## src/rtl/fft_out_serializer.sv

```systemverilog
// Buffers up to two captured 32-bin complex FFT frames (ping-pong) and streams them
// out one bin per beat over a valid/ready interface.
module fft_out_serializer #(
    parameter int unsigned WIDTH = 16
) (
    input  logic                 clk,
    input  logic                 rst_n,
    input  logic                 valid,
    input  logic [WIDTH*32-1:0]  real_output,
    input  logic [WIDTH*32-1:0]  imag_output,
    output logic                 out_valid,
    input  logic                 out_ready,
    output logic [WIDTH-1:0]     out_real,
    output logic [WIDTH-1:0]     out_imag,
    output logic [4:0]           out_index,
    output logic                 out_last,
    output logic [1:0]           frames_pending,
    output logic                 overflow
);

    typedef enum logic [0:0] {StIdle, StStream} state_e;

    state_e     state_q, state_d;
    logic       valid_q;
    logic       wr_ptr_q, wr_ptr_d;
    logic       rd_ptr_q, rd_ptr_d;
    logic [4:0] idx_q, idx_d;
    logic [1:0] pending_q, pending_d;
    logic       overflow_q, overflow_d;

    logic       capture;
    logic       beat_xfer;
    logic       last_xfer;
    logic       accept;

    logic [WIDTH-1:0] buf_re [2][32];
    logic [WIDTH-1:0] buf_im [2][32];

    always_comb begin
        state_d    = state_q;
        wr_ptr_d   = wr_ptr_q;
        rd_ptr_d   = rd_ptr_q;
        idx_d      = idx_q;
        overflow_d = overflow_q;

        capture   = valid & ~valid_q;
        beat_xfer = (state_q == StStream) & out_ready;
        last_xfer = beat_xfer & (idx_q == 5'd31);
        // A slot freed by a bin-31 transfer this cycle can take the new frame at once.
        accept    = capture & ((pending_q < 2'd2) | last_xfer);

        if (accept) wr_ptr_d = ~wr_ptr_q;
        if (beat_xfer) idx_d = idx_q + 5'd1;
        if (last_xfer) rd_ptr_d = ~rd_ptr_q;
        if (capture & ~accept) overflow_d = 1'b1;

        pending_d = pending_q + {1'b0, accept} - {1'b0, last_xfer};

        unique case (state_q)
            StIdle:   if (pending_d != 2'd0) state_d = StStream;
            StStream: if (pending_d == 2'd0) state_d = StIdle;
            default:  state_d = StIdle;
        endcase

        out_valid      = (state_q == StStream);
        out_index      = idx_q;
        out_last       = out_valid & (idx_q == 5'd31);
        frames_pending = pending_q;
        overflow       = overflow_q;
        out_real       = '0;
        out_imag       = '0;
        if (out_valid) begin
            out_real = buf_re[rd_ptr_q][idx_q];
            out_imag = buf_im[rd_ptr_q][idx_q];
        end
    end

    always_ff @(posedge clk or negedge rst_n) begin
        if (!rst_n) begin
            state_q    <= StIdle;
            valid_q    <= 1'b0;
            wr_ptr_q   <= 1'b0;
            rd_ptr_q   <= 1'b0;
            idx_q      <= 5'd0;
            pending_q  <= 2'd0;
            overflow_q <= 1'b0;
        end else begin
            state_q    <= state_d;
            valid_q    <= valid;
            wr_ptr_q   <= wr_ptr_d;
            rd_ptr_q   <= rd_ptr_d;
            idx_q      <= idx_d;
            pending_q  <= pending_d;
            overflow_q <= overflow_d;
        end
    end

    // Frame storage is deliberately not reset; outputs are gated to zero outside STREAM.
    always_ff @(posedge clk) begin
        if (accept) begin
            for (int j = 0; j < 32; j++) begin
                buf_re[wr_ptr_q][j] <= real_output[j*WIDTH +: WIDTH];
                buf_im[wr_ptr_q][j] <= imag_output[j*WIDTH +: WIDTH];
            end
        end
    end

endmodule
```

## config.mk

```make
export PLATFORM = sky130hd
export DESIGN_NAME = fft_out_serializer
export DESIGN_NICKNAME = d
export VERILOG_FILES = /design/src/rtl/fft_out_serializer.sv
export SDC_FILE = /design/constraint.sdc
export NUM_CORES = 2
export LEC_CHECK = 0
export ABC_AREA = 1
export ABC_CLOCK_PERIOD_IN_PS = 62300
export CAP_MARGIN = 40
export CORE_ASPECT_RATIO = 0.7
export CORE_MARGIN = 2
export CORE_UTILIZATION = 29
export CTS_BUF_LIST = sky130_fd_sc_hd__clkbuf_8
export DETAILED_ROUTE_END_ITERATION = 16
export GPL_ROUTABILITY_DRIVEN = 0
export PLACE_DENSITY_LB_ADDON = 0.15
export SYNTH_ARGS = -nofsm -noshare
export SYNTH_HDL_FRONTEND = slang
export SYNTH_SLANG_ARGS = --single-unit
```

## constraint.sdc

```tcl
create_clock -name clk -period 62.3 [get_ports clk]
set_clock_uncertainty 0.05 [all_clocks]
set_input_delay 12.46 -clock clk [delete_from_list [all_inputs] [get_ports clk]]
set_output_delay 12.46 -clock clk [all_outputs]
set_load 0.05 [all_outputs]
```

==> impl_results.md <==
* GRT met1 Usage at 0.2890
* First-pass DRT Iterations at 6
* Critical path type: reg2out
* Yosys top cell area share at 0.7458
* Proportion of synthesized area in mux cells at 0
* Max Clock Freq at 48.75 MHz
* Syn nets at 7802
* Largest cells by area after synthesis: edfxtp_1, nand3_1, nand2_1
* Worst path slowest cell: clkdlybuf4s50_1
* CP max FO at 75
* # fillers at 27750
* Htree depth at 5
* Post-synthesis compound-gate area fraction at 0.007981
* Synth-to-Final Area Change at 25.59%
* Starting Density at 0.2921
* Post-Synth XOR/XNOR Area at 0.0007435
* Estimated wirelength of the detail-placed design at 220900 microns
* Port Buffers at 1069
* Die area at 0.2887 sq mm
* RSZ-0062 raised after global routing: no
* TritonCTS buffer count at 354
* Gr ovfl total at 0
* Clk_lat worst skew at 0.98 ns
* Initial antenna violation count at 210
* Hold crit path type: reg2reg
* Slew Viols, Final at 0
* Root buffer cell: clkbuf_8
* Nets at 8904
* Number of global-route vias before repair at 55800
* Cell leakage power at 36.67 nW
* Fraction of layout cells with a size suffix above 1 at 0.06774
* Cts hold-fix bufs at 0
* Met2 usage at 0.3591
* Clk buf depth at 4
* Worst Tran Pin Value at 1.206 ns
* DR vias/cell at 4.845
* Final period util at 0.3293
* DR vias at 58130
* Post-Syn Instances at 6770
* Crit. End Element: output pin
* Synth warn at 0
* Hold violation total from the final report at 0
* PwrDens at 46.02 mW/mm^2
* Syn_area_per_cell at 12.18 sq um
* Die width at 641.4 microns
* Critical path's top delay family: buffers and inverters
* Commonest non-fill, non-tap cell in the layout: nand2_1
* GRT busiest layer: met2
* Die height at 450.1 microns
* Worst endpoint required time at 49.79 ns
* Row count at 163
* Drt wl/cell at 27.49 microns
* Simple-gate share of the synthesized area at 0.2131
* Multi-input gate area at 0.01836 sq mm
* Rel. slew slack at 0.1959
* Clock transition at the registers of the reported paths at 0.06 ns
* Finished Layout Cells at 12000
* Placed Cells at 11310
* Reg area at 0.06182 sq mm
* First-pass GRT wire length at 448000 microns
* Mapped Area at 0.08246 sq mm
* Largest family of logic cells by synthesized area: simple AND/OR/NAND/NOR gates
* Dominant cell type by area after synthesis: edfxtp_1
* Minimum clock period after layout at 20.51 ns
* WP buf/inv at 6
* Outcome: finished clean
* M3 GR Usage at 0.04763
* Critical Path Start Type: flip-flop
* Synthesized flop and latch total at 2060
* Post-synthesis sequential area ratio at 0.7494
* Gr usage total at 0.2207
* Post-CTS Resized at 0
* Most frequent cells in the layout: nand2_1, edfxtp_1, nand3_1, clkdlybuf4s50_1, clkbuf_8
* Sum Neg Setup Slack at 0 ns
* Max VDD drop at 0.03467 mV
* CTS tree: yes
* Number of DRC markers in iteration 0 at 5104
* MaxCap Viol Count at 0
* Detailed Route WL at 329800 microns
* Arrival time worst endpoint at 8.00 ns
* CTS sink count at 2060
* Count of unique library cells instantiated by Yosys at 26
* Buffer count from post-CTS setup fixing at 0
* Adder-Cell Fraction of Synth Area at 0.0006069
* Final setup viols at 0
* Slowest stage delay, CP at 1.02 ns
* Core Footprint at 0.2823 sq mm
* Worst path cell trace: buf_4 -> buf_4 -> buf_4 -> buf_4 -> buf_4 -> nand2_1 -> nand3_1 -> nand3_1 -> nand3_1 -> nand3_1 -> nand3_1 -> nand2_1 -> nor2_1 -> clkdlybuf4s50_1
* I/O Pins at 1070
* Design Power at 4.766 mW
* Largest net degree at the start of global routing at 186
* Drc violations at 0
* ANT nets after route at 0
[where the power goes]
group          leakage [nW]  internal (mW)  switching [mW]  total [mW]
registers              18.8           1.70          0.0496        1.75
logic                  14.3          0.492            1.42        1.91
clock network          3.56          0.545           0.565        1.11
[per-stage QoR]
| step | cell area [sq um] | hold WS (ns) | setup WS, ns | utilization |
|---|---|---|---|---|
| 2_1_floorplan | 82460 | 0.4370 | 4.462 | - |
| 3_3_place_gp | 96580 | 0.4134 | 42.60 | 0.3422 |
| 3_5_place_dp | 97280 | 0.4328 | 42.58 | 0.3447 |
| 4_1_cts | 103400 | 0.4491 | 41.43 | 0.3663 |
| 5_1_grt | 103500 | 0.4618 | 41.22 | 0.3667 |
| 6_report | 103600 | 0.4449 | 41.79 | 0.3669 |
[per-layer routing]
| layer | vias up | share of wire |
|---|---|---|
| li1 | 26420 | - |
| met1 | 28950 | 0.42 |
| met2 | 2024 | 0.48 |
| met3 | 656 | 0.064 |
| met4 | 84 | 0.032 |
| met5 | - | 0.0015 |
[state kept, by name (all words and copies together) (netlist names)]
register	cells
overflow	1
frames_pending	2
out_index	5
buf_im	1024
out_valid	1
valid_q	1
rd_ptr_q	1
wr_ptr_q	1
buf_re	1024
[logic make-up (layout without fill, tap and decap cells)]
group                    after synthesis  in the layout
other                                  0             70
adder cells (fa/ha/maj)                4              4
AND/OR/NAND/NOR                     4110           4110
AO/OA/AOI/OAI                        125            125
buffers and inverters                464           1828
XOR/XNOR                               7              7
flip-flops                          2060           2060
[synth_stat cells]
library cell     n
a21oi_1         48
a31oi_1          1
buf_1           41
buf_2          260
buf_4           51
buf_6            8
clkbuf_1        87
clkinv_1         1
dfrtp_1         12
edfxtp_1      2048
ha_1             4
inv_1           13
inv_2            2
inv_4            1
nand2_1       2273
nand3_1       1709
nand4_1          1
nor2_1         125
nor3_1           1
o21ai_0         35
o21ai_1         17
o21bai_1         1
o22ai_1         23
or2_2            1
xnor2_1          2
xor2_1           5
[area by class of cell]
cell class / count / share of cell area
multi-input cells: 4246 / 0.1772
inverters: 17 / 0.001015
clock buffers: 361 / 0.04797
repair buffers: 1193 / 0.1183
flip-flops and latches: 2060 / 0.5969
clock inverters: 257 / 0.01102
well taps: 3795 / 0.04585
diodes: 70 / 0.001691
[worst paths after layout]
check | endpoint | from | slack (ns) | cells past startpoint
worst max-delay path | out_real[3] | rd_ptr_q$_DFFE_PN0P_ | 41.79 | 14
worst min-delay path | overflow$_DFFE_PN0P_ | overflow$_DFFE_PN0P_ | 0.44 | 1
worst max register to register | buf_im[1][129]$_DFFE_PP_ | out_index[0]$_DFFE_PN0P_ | 55.50 | 15
worst min register to register | overflow$_DFFE_PN0P_ | overflow$_DFFE_PN0P_ | 0.44 | 1
max in group asynchronous | out_index[2]$_DFFE_PN0P_ | rst_n | 49.90 | 1
min in group asynchronous | out_index[1]$_DFFE_PN0P_ | rst_n | 11.82 | 1
Note: power is estimated with default switching activity, not from simulation.
